File: src/rtl/alu_muldiv.sv
// Iterative RV64M/RV32M multiply/divide unit: radix-2 shift-add multiplier and
// restoring divider sharing one accumulator pair, valid/ready on both sides.
module alu_muldiv #(
  parameter int unsigned XLEN      = 64,
  parameter bit          EARLY_OUT = 1'b1
) (
  input  logic            clk,
  input  logic            rst_n,
  input  logic            in_valid,
  output logic            in_ready,
  input  logic [12:0]     md_op,
  input  logic [XLEN-1:0] md_src1,
  input  logic [XLEN-1:0] md_src2,
  input  logic            flush,
  output logic            out_valid,
  input  logic            out_ready,
  output logic [XLEN-1:0] md_result
);

  localparam int unsigned     CW       = $clog2(XLEN + 1);
  localparam logic [XLEN-1:0] MIN_FULL = {1'b1, {(XLEN-1){1'b0}}};

  typedef enum logic [1:0] {IDLE, MUL, DIV, DONE} state_t;

  state_t state, state_next;

  function automatic logic [XLEN-1:0] sext32(input logic [31:0] x);
    logic [XLEN-1:0] r;
    r       = {XLEN{x[31]}};
    r[31:0] = x;
    return r;
  endfunction

  function automatic logic [XLEN-1:0] zext32(input logic [31:0] x);
    logic [XLEN-1:0] r;
    r       = '0;
    r[31:0] = x;
    return r;
  endfunction

  // Decode and operand preparation
  logic            op_legal, op_mul, op_word, op_high, op_rem;
  logic            sgn1, sgn2, sgn_div;
  logic [XLEN-1:0] ext1, ext2, mag1, mag2, min_op, fast_res;
  logic            neg1, neg2, div_zero, div_ovf, res_neg, fast, accept;

  always_comb begin
    op_legal = $onehot(md_op);
    op_mul   = |{md_op[12:9], md_op[4]};
    op_word  = |md_op[4:0];
    op_high  = |md_op[11:9];
    op_rem   = md_op[6] | md_op[5] | md_op[1] | md_op[0];
    sgn1     = |{md_op[12:10], md_op[8], md_op[6], md_op[4], md_op[3], md_op[1]};
    sgn2     = |{md_op[12:11], md_op[8], md_op[6], md_op[4], md_op[3], md_op[1]};
    sgn_div  = md_op[8] | md_op[6] | md_op[3] | md_op[1];

    ext1 = md_src1;
    ext2 = md_src2;
    if (op_word) begin
      ext1 = sgn1 ? sext32(md_src1[31:0]) : zext32(md_src1[31:0]);
      ext2 = sgn2 ? sext32(md_src2[31:0]) : zext32(md_src2[31:0]);
    end
    neg1 = sgn1 && ext1[XLEN-1];
    neg2 = sgn2 && ext2[XLEN-1];
    mag1 = neg1 ? -ext1 : ext1;
    mag2 = neg2 ? -ext2 : ext2;

    min_op   = op_word ? sext32(32'h8000_0000) : MIN_FULL;
    div_zero = !op_mul && (ext2 == '0);
    div_ovf  = sgn_div && (ext1 == min_op) && (ext2 == '1);

    // Zero divisor yields an all-ones quotient, so its sign must not follow s1^s2
    if (op_mul)      res_neg = neg1 ^ neg2;
    else if (op_rem) res_neg = neg1;
    else             res_neg = (neg1 ^ neg2) && !div_zero;

    fast     = (EARLY_OUT && (div_zero || div_ovf)) || ((XLEN == 32) && op_word);
    fast_res = '0;
    if ((XLEN != 32) || !op_word) begin
      if (div_zero) fast_res = op_rem ? (op_word ? sext32(md_src1[31:0]) : md_src1) : '1;
      else if (div_ovf) fast_res = op_rem ? '0 : min_op;
    end

    accept = in_valid && in_ready && op_legal && !flush;
  end

  assign in_ready  = (state == IDLE) && rst_n;
  assign out_valid = (state == DONE);

  // Iteration datapath: acc_hi/acc_lo hold product halves or remainder/quotient
  logic [CW-1:0]     cnt;
  logic [XLEN-1:0]   opnd, acc_hi, acc_lo;
  logic              r_word, r_high, r_rem, r_neg;
  logic [XLEN:0]     mul_add, div_shift;
  logic [XLEN-1:0]   div_diff, hi_n, lo_n, fin_res;
  logic [2*XLEN-1:0] prod;
  logic              div_ge;

  always_comb begin
    mul_add   = {1'b0, acc_hi} + (acc_lo[0] ? {1'b0, opnd} : '0);
    div_shift = {acc_hi, acc_lo[XLEN-1]};
    div_ge    = div_shift >= {1'b0, opnd};
    div_diff  = div_shift[XLEN-1:0] - opnd;
    if (state == DIV) begin
      hi_n = div_ge ? div_diff : div_shift[XLEN-1:0];
      lo_n = {acc_lo[XLEN-2:0], div_ge};
    end else begin
      hi_n = mul_add[XLEN:1];
      lo_n = {mul_add[0], acc_lo[XLEN-1:1]};
    end

    // Word multiplies stop after 32 shifts, leaving the product XLEN-32 bits high
    prod = {hi_n, lo_n};
    if (r_word) prod = prod >> (XLEN - 32);
    if (r_neg)  prod = -prod;

    if (state == DIV) begin
      fin_res = r_rem ? hi_n : lo_n;
      if (r_neg) fin_res = -fin_res;
    end else begin
      fin_res = r_high ? prod[2*XLEN-1:XLEN] : prod[XLEN-1:0];
    end
    if (r_word) fin_res = sext32(fin_res[31:0]);
  end

  always_comb begin
    state_next = state;
    case (state)
      IDLE:     if (accept) state_next = fast ? DONE : (op_mul ? MUL : DIV);
      MUL, DIV: if (cnt == CW'(1)) state_next = DONE;
      DONE:     if (out_ready) state_next = IDLE;
      default:  state_next = IDLE;
    endcase
    if (flush) state_next = IDLE;
  end

  always_ff @(posedge clk) begin
    if (!rst_n) state <= IDLE;
    else        state <= state_next;
  end

  always_ff @(posedge clk) begin
    if (!rst_n) begin
      cnt       <= '0;
      opnd      <= '0;
      acc_hi    <= '0;
      acc_lo    <= '0;
      r_word    <= 1'b0;
      r_high    <= 1'b0;
      r_rem     <= 1'b0;
      r_neg     <= 1'b0;
      md_result <= '0;
    end else if (accept) begin
      cnt    <= op_word ? CW'(32) : CW'(XLEN);
      acc_hi <= '0;
      opnd   <= op_mul ? mag1 : mag2;
      acc_lo <= op_mul ? mag2 : (op_word ? (mag1 << (XLEN - 32)) : mag1);
      r_word <= op_word;
      r_high <= op_high;
      r_rem  <= op_rem;
      r_neg  <= res_neg;
      if (fast) md_result <= fast_res;
    end else if (((state == MUL) || (state == DIV)) && !flush) begin
      acc_hi <= hi_n;
      acc_lo <= lo_n;
      cnt    <= cnt - CW'(1);
      if (cnt == CW'(1)) md_result <= fin_res;
    end
  end

endmodule
File: config.mk
export PLATFORM = sky130hd
export DESIGN_NAME = alu_muldiv
export DESIGN_NICKNAME = d
export VERILOG_FILES = /design/src/rtl/alu_muldiv.sv
export SDC_FILE = /design/constraint.sdc
export NUM_CORES = 2
export LEC_CHECK = 0
export ABC_AREA = 1
export BUFFER_PORTS_ARGS = -buffer_cell sky130_fd_sc_hd__buf_2
export CORE_UTILIZATION = 40
export DETAILED_ROUTE_END_ITERATION = 10
export SYNTH_ARGS = -nofsm -noshare
export SYNTH_HDL_FRONTEND = slang
export SYNTH_SLANG_ARGS = --single-unit
File: constraint.sdc
create_clock -name clk -period 6.5 [get_ports clk]
set_clock_uncertainty 0.2 [all_clocks]
set_input_delay 0.325 -clock clk [delete_from_list [all_inputs] [get_ports clk]]
set_output_delay 0.325 -clock clk [all_outputs]
set_load 0.05 [all_outputs]
# Word-level counts from Yosys, hierarchy flattened
# Index checks and enable logic that the tools add are counted.
dict set report classes {
  addsub 19
  magnitude_cmp 1
  n_eq_ne 11
  muxes 43
  bitwise 8
  n_reduce_logical 30
}
# op count
set ops {}
lappend ops {{64-bit two-way mux} 29}
lappend ops {{128-bit two-way mux} 2}
lappend ops {{64-bit negator} 3}
lappend ops {{128-bit negator} 1}
lappend ops {{64-bit by 64-bit adder with 65-bit output} 1}
lappend ops {{65-bit by 64-bit greater-or-equal comparator with 1-bit output} 1}
lappend ops {{64-bit == test} 1}
lappend ops {{64-bit == test (second input constant)} 1}
lappend ops {{64-bit zero test} 1}
lappend ops {{64-bit subtractor} 1}
lappend ops {{63-bit two-way mux} 1}
lappend ops {{7-bit two-way mux} 3}
lappend ops {{1-bit by 1-bit adder with 2-bit output} 6}
lappend ops {{1-bit logical AND} 11}
lappend ops {{2-bit two-way mux} 5}
lappend ops {{5-bit OR reduction} 2}
lappend ops {{2-bit by 2-bit adder with 3-bit output} 3}
lappend ops {{8-bit OR reduction} 1}
lappend ops {{7-bit by 1-bit == test with 1-bit output (second input constant)} 1}
lappend ops {{7-bit OR reduction} 1}
lappend ops {{7-bit by 1-bit subtractor with 7-bit output (second input constant)} 1}
lappend ops {{2-bit inequality test (second input constant)} 3}
lappend ops {{1-bit bitwise OR} 6}
lappend ops {{2-bit one-hot mux with 3 select lines} 1}
lappend ops {{other kinds (17)} 26}
dict set report word_totals {
  register_bits 269
  out_inout_bits 66
}

# Logic depth before layout (Yosys ltp)
dict set report logic_depth {
  word_depth 12
  ltp_mapped 41
  depth_no_buf 39
}

# Least setup slack after synthesis
# OpenSTA, ideal clock, no wires.
dict set report synth_path {
  kind {input-to-reg}
  start {in md_op[0]}
  end {reg opnd[23]}
  setup_ps 75
  arrival_ps 4774
  setup_slack_ps 1451
  path_stages 18
  path_buffers 3
  cell_sequence {fa_1 > fa_1 > inv_1 > fa_1 > fa_1 > fa_1 > inv_1 > fa_1 > nor2_1 > nand2_1 > nor3_1 > nand2_1 > clkinv_1 > clkbuf_1 > clkbuf_1 > buf_1 > o21ai_0 > o22ai_1}
}
dict set report synth_between {
  elab_chain_len 7
  elab_cells_between_ends 17
  classes_between {add/sub (6); eq/ne (1); mux (5); reduce/logical (5)}
}
# item line_no
set synth_lines {}
lappend synth_lines {{start: declaration} 11} ;# input logic [12:0] md_op,
lappend synth_lines {{1-bit by 1-bit adder with 2-bit output (implied by the code)} 48} ;# op_legal = $onehot(md_op);
lappend synth_lines {{2-bit by 2-bit adder with 3-bit output (implied by the code)} 48}
lappend synth_lines {{3-bit by 3-bit adder with 4-bit output (implied by the code)} 48}
lappend synth_lines {{4-bit adder (implied by the code)} 48}
lappend synth_lines {{4-bit by 1-bit == test with 1-bit output} 48}
lappend synth_lines {{1-bit logical AND (2 in a row)} 84} ;# accept = in_valid && in_ready && op_legal && !flush;
lappend synth_lines {{end signal: assignment} 156} ;# opnd <= op_mul ? mag1 : mag2;
lappend synth_lines {{end: declaration} 92} ;# logic [XLEN-1:0] opnd, acc_hi, acc_lo;
# Parallel ways exist; a longest one is shown, timed or not.
# A chain may end at the register's enable or synchronous reset.

# Worst setup path after layout
dict set report layout_path {
  start {reg acc_lo[0]}
  end {reg md_result[3]}
}
dict set report layout_between {
  elab_chain_len 12
  elab_cells_between_ends 16
  classes_between {add/sub (3); mux (13)}
}
# item line_no
set layout_lines {}
lappend layout_lines {{start: declaration} 92}
lappend layout_lines {{start signal: assignment} 157} ;# acc_lo <= op_mul ? mag2 : (op_word ? (mag1 << (XLEN - 32)) : mag1);
lappend layout_lines {{start signal: assignment} 165} ;# acc_lo <= lo_n;
lappend layout_lines {{64-bit two-way mux} 100} ;# mul_add = {1'b0, acc_hi} + (acc_lo[0] ? {1'b0, opnd} : '0);
lappend layout_lines {{64-bit by 64-bit adder with 65-bit output} 100}
lappend layout_lines {{64-bit two-way mux} 104} ;# if (state == DIV) begin
lappend layout_lines {{128-bit two-way mux} 114} ;# if (r_word) prod = prod >> (XLEN - 32);
lappend layout_lines {{128-bit negator} 115} ;# if (r_neg) prod = -prod;
lappend layout_lines {{128-bit two-way mux} 115}
lappend layout_lines {{64-bit two-way mux} 121} ;# fin_res = r_high ? prod[2*XLEN-1:XLEN] : prod[XLEN-1:0];
lappend layout_lines {{64-bit two-way mux *} 117} ;# if (state == DIV) begin
lappend layout_lines {{64-bit two-way mux *} 123} ;# if (r_word) fin_res = sext32(fin_res[31:0]);
lappend layout_lines {{64-bit two-way mux *} 167} ;# if (cnt == CW'(1)) md_result <= fin_res;
lappend layout_lines {{64-bit two-way mux *} 163} ;# end else if (((state == MUL) || (state == DIV)) && !flush) begin
lappend layout_lines {{64-bit two-way mux *} 153} ;# end else if (accept) begin
lappend layout_lines {{end signal: assignment} 162} ;# if (fast) md_result <= fast_res;
lappend layout_lines {{end signal: assignment} 167}
lappend layout_lines {{end: declaration} 17} ;# output logic [XLEN-1:0] md_result
# Every way passes the cells marked *; elsewhere a longest branch is shown, timed or not. The select of a mux whose other input is x is not followed.

==> metrics.md <==
| Metric | Value |
|---|---|
| Clock buffer depth | 3 |
| #FFs+latches synth | 269 |
| RD Place Congestion | 1.167 |
| Final #Nets | 9080 |
| First drt pass iteration count | 9 |
| Cell Area, Synth | 41830 um2 |
| Layout cells sized above 1 | 0.1409 |
| Critical-path cell with the highest stage delay | dfxtp_2 |
| Num CTS Buffers | 38 |
| DRT iter0 DRCs | 10.02k |
| DIE AREA | between 100000 and 150000 um2 |
| Type of the worst setup path | flip-flop to flip-flop |
| Global-route wire length before repair | around 390000 um |
| Worst hold path class | primary input to flip-flop |
| # IOs | 212 |
| Vias per Instance | 5.958 |
| IO buf count | 211 |
| Final hold slack | 0.01453 ns |
| RSZ-0062 raised after global routing | false |
| R2R depth | 29 |
| Final Critical Period | about 6.5 ns |
| Root Buffer | clkbuf_16 |
| Status | finished, violations left |
| Wire per inst | 27.54 um |
| Worst slew margin | 0.03534 |
| Pwr dens | roughly 470 nW/um2 |
| # Max-Cap Violations | 0 |
| Hpwl dp | between 200000 and 250000 um |
| Sequential share of the synthesized area | 0.1287 |
| Ys flop type | dfxtp_1 |
| Fillers | approximately 12k |
| Max Slew Vio Count | 0 |
| GRT Util Overall | 0.5101 |
| Util after Layout | 0.4897 |
| Design Area, Final | 50760 um2 |
| Failing checks | negative setup slack |
| Synth cell types | 64 |
| Synth async-reset ratio | 0 |
| Synthesized Nets | approximately 8.4k |
| Fmax | 153.4 MHz |
| Clock transition at path regs | 0.06 ns |
| Initial antenna violation count | 24 |
| Critical R2R Capture | md_result[3]$_SDFFE_PN0P_ |
| Post-placement cell area | 49320 um2 |
| Total Routed Length | 281000 um |
| Crit. End Element | flip-flop |
| Clk_lat worst skew | 0.66 ns |
| Leak | about 28 nW |
| H-tree depth | 2 |
| Antenna-violating nets left | 0 |
| Largest net degree at the start of global routing | 104 |
| Area delta synth->final | 21.34% |
| Clock sinks | 269 |
| Post-Place Worst Slack | approximately 0.31 ns |
| Via count | 60.79k |
| Ys Warns | 0 |
| Total global routing overflow | 0 |
| Hold_sp | md_src1[11] |
| Die Y | 325.4 um |
| Worst Tran Pin Value | 1.432 ns |
| Site Rows | 118 |
| Reg2reg start | acc_lo[0]$_SDFFE_PN0P_ |
| # setup viols final | 2 |
| Drt drc | 0 |
| Crit path arrival time | 6.79 ns |
| CP required | 6.77 ns |
| Crit start category | flip-flop |
| Post-synth EDFFs | 0 |
| Synthesized netlist cell count | 8063 |
| Final hold vios | 0 |
| CTS tree | done |
| Hold EP | md_result[11]$_SDFFE_PN0P_ |
| Worst setup margin | -0.01782 ns |
| Mapped Avg Cell Area | 5.188 um2 |
| CP dominant cell by count | nand2_1 |
| Largest stage delay, worst path | 0.52 ns |
| Worst IR Drop VDD | 0.6642 mV |
| Total design power | 23.86 mW |
| Core area | approximately 100000 um2 |
| Vias in the first global route | ~55k |
| Die span in x | 325.4 um |
| Register-to-register setup slack | -0.02 ns |
| Initial Utilization | 0.4036 |
| Crit share post-route | 1.003 |
| CP Max Fanout | 37 |
| Hold Path Stages | 5 |
==> state kept, by name (all words and copies together), names as in the netlist <==
signal and cells:
r_word 1, r_high 1, state 2, r_rem 1, md_result 64, acc_hi 64, acc_lo 64, cnt 7
opnd 64, r_neg 1
==> repair_timing <==
item / 4_1_cts / 5_1_grt
setup endpoints to repair: 0 / 41
resized for setup: 0 / 11
hold endpoints to repair: 10 / 0
hold buffers: 10 / 0
buffers inserted: 0 / 0
==> placed cells by master, fill, tap and decap left out, types with 13 or more instances in the layout <==
| cell | instances |
|---|---|
| o22ai_1 | 25 |
| a21oi_1 | 480 |
| inv_2 | 18 |
| o21ai_2 | 20 |
| o21a_1 | 16 |
| nand2_1 | 2492 |
| inv_1 | 1180 |
| nor2_1 | 795 |
| diode_2 | 14 |
| ha_1 | 142 |
| xor2_1 | 139 |
| clkbuf_16 | 39 |
| dfxtp_1 | 265 |
| o211ai_1 | 74 |
| nor4_1 | 37 |
| o31ai_1 | 13 |
| buf_12 | 13 |
| nand3b_1 | 29 |
| o21ai_1 | 67 |
| nand2_2 | 22 |
| nor2_2 | 29 |
| o21ai_0 | 651 |
| buf_2 | 211 |
| a31oi_1 | 49 |
| nand3_1 | 673 |
| nor3_1 | 121 |
| o21bai_1 | 19 |
| xnor2_1 | 56 |
| buf_4 | 769 |
| nand4_1 | 143 |
| or2_2 | 44 |
| nand3_2 | 18 |
==> worst max path at each step <==
stage                           start                          to  slack (ns)  cells past startpoint
3_3_place_gp   acc_lo[0]$_SDFFE_PN0P_  md_result[58]$_SDFFE_PN0P_        0.12                     34
2_1_floorplan                md_op[0]       opnd[23]$_SDFFE_PN0P_        1.45                     18
4_1_cts        acc_lo[0]$_SDFFE_PN0P_  md_result[58]$_SDFFE_PN0P_        0.28                     34
6_report       acc_lo[0]$_SDFFE_PN0P_   md_result[3]$_SDFFE_PN0P_       -0.02                     29
5_1_grt         opnd[48]$_SDFFE_PN0P_  md_result[34]$_SDFFE_PN0P_        0.02                     39
3_5_place_dp   acc_lo[0]$_SDFFE_PN0P_  md_result[58]$_SDFFE_PN0P_        0.31                     34
==> synth_stat cells (all sizes together), types with 2 or more instances <==
cell type / instances / share of area
a21oi: 480 / 0.057
and2: 11 / 0.0016
o21bai: 19 / 0.0034
nand4: 143 / 0.021
o21a: 16 / 0.0029
a221oi: 11 / 0.0023
xor2: 139 / 0.029
dfxtp: 269 / 0.13
mux2i: 9 / 0.0022
fa: 10 / 0.0048
nand3b: 29 / 0.0052
o22ai: 25 / 0.0037
a211oi: 2 / 0.00036
inv: 1201 / 0.11
o221ai: 11 / 0.0023
buf: 131 / 0.016
a21boi: 5 / 0.0012
clkinv: 5 / 0.00045
nor2: 829 / 0.077
nor3: 126 / 0.016
o311ai: 3 / 0.00063
clkbuf: 195 / 0.017
a31oi: 49 / 0.0073
nand3: 693 / 0.085
nor4: 42 / 0.0069
and3: 3 / 0.00045
xnor2: 56 / 0.012
a21o: 3 / 0.00054
o21ai: 741 / 0.091
o31ai: 15 / 0.0029
ha: 143 / 0.043
or2: 49 / 0.0073
o211ai: 74 / 0.013
nand2: 2517 / 0.23
==> layout make-up <==
class	count	area [um2]	share of cell area
Inverter	1206	4536	0.08936
Sequential cell	269	5395	0.1063
Clock buffer	48	1030	0.02029
Multi-Input combinational cell	6262	30600	0.6030
Antenna cell	14	35.03	0.0006902
Clock inverter	20	230.2	0.004536
Tap cell	1380	1727	0.03402
Timing Repair Buffer	1004	7201	0.1419
==> layer usage <==
layer,vias to the layer above,global-route usage,part of all wire
met5,-,0.0009058,0.00046
met4,18,0.3974,0.095
met3,1059,0.1748,0.14
met2,4484,0.7318,0.40
met1,27830,0.6199,0.37
li1,27390,-,-
==> stage by stage <==
stage | TNS, ns | std cells
after floorplan | 0 | 8063
after detailed placement | 0 | 10110
final | -0.03491 | 10200
after global placement | 0 | 10110
after global routing | 0 | 10190
after CTS | 0 | 10190
==> logic make-up after synthesis <==
group / after synthesis / synth area share
adders and majority gates: 153 / 0.04756
AOI/OAI and AO/OA: 1458 / 0.1902
buffers and inverters: 1532 / 0.1421
DFF: 269 / 0.1287
muxes: 9 / 0.002154
xor gates and xnor gates: 195 / 0.04083
and+or+nand+nor: 4447 / 0.4484
==> power by group <==
group	internal (mW)	switching (mW)
logic	6.44	13.3
clock network	1.29	0.969
registers	1.76	0.116
==> worst max-delay path, delay by kind of cell (launching register included) <==
kind / cells / cell delay, ns
simple gates: 15 / 2.62
fa+ha+maj: 1 / 0.29
buf+inv: 7 / 1.33
flops: 1 / 0.52
compound gates: 6 / 1.37
No activity file was read; power rests on OpenSTA's default activity.
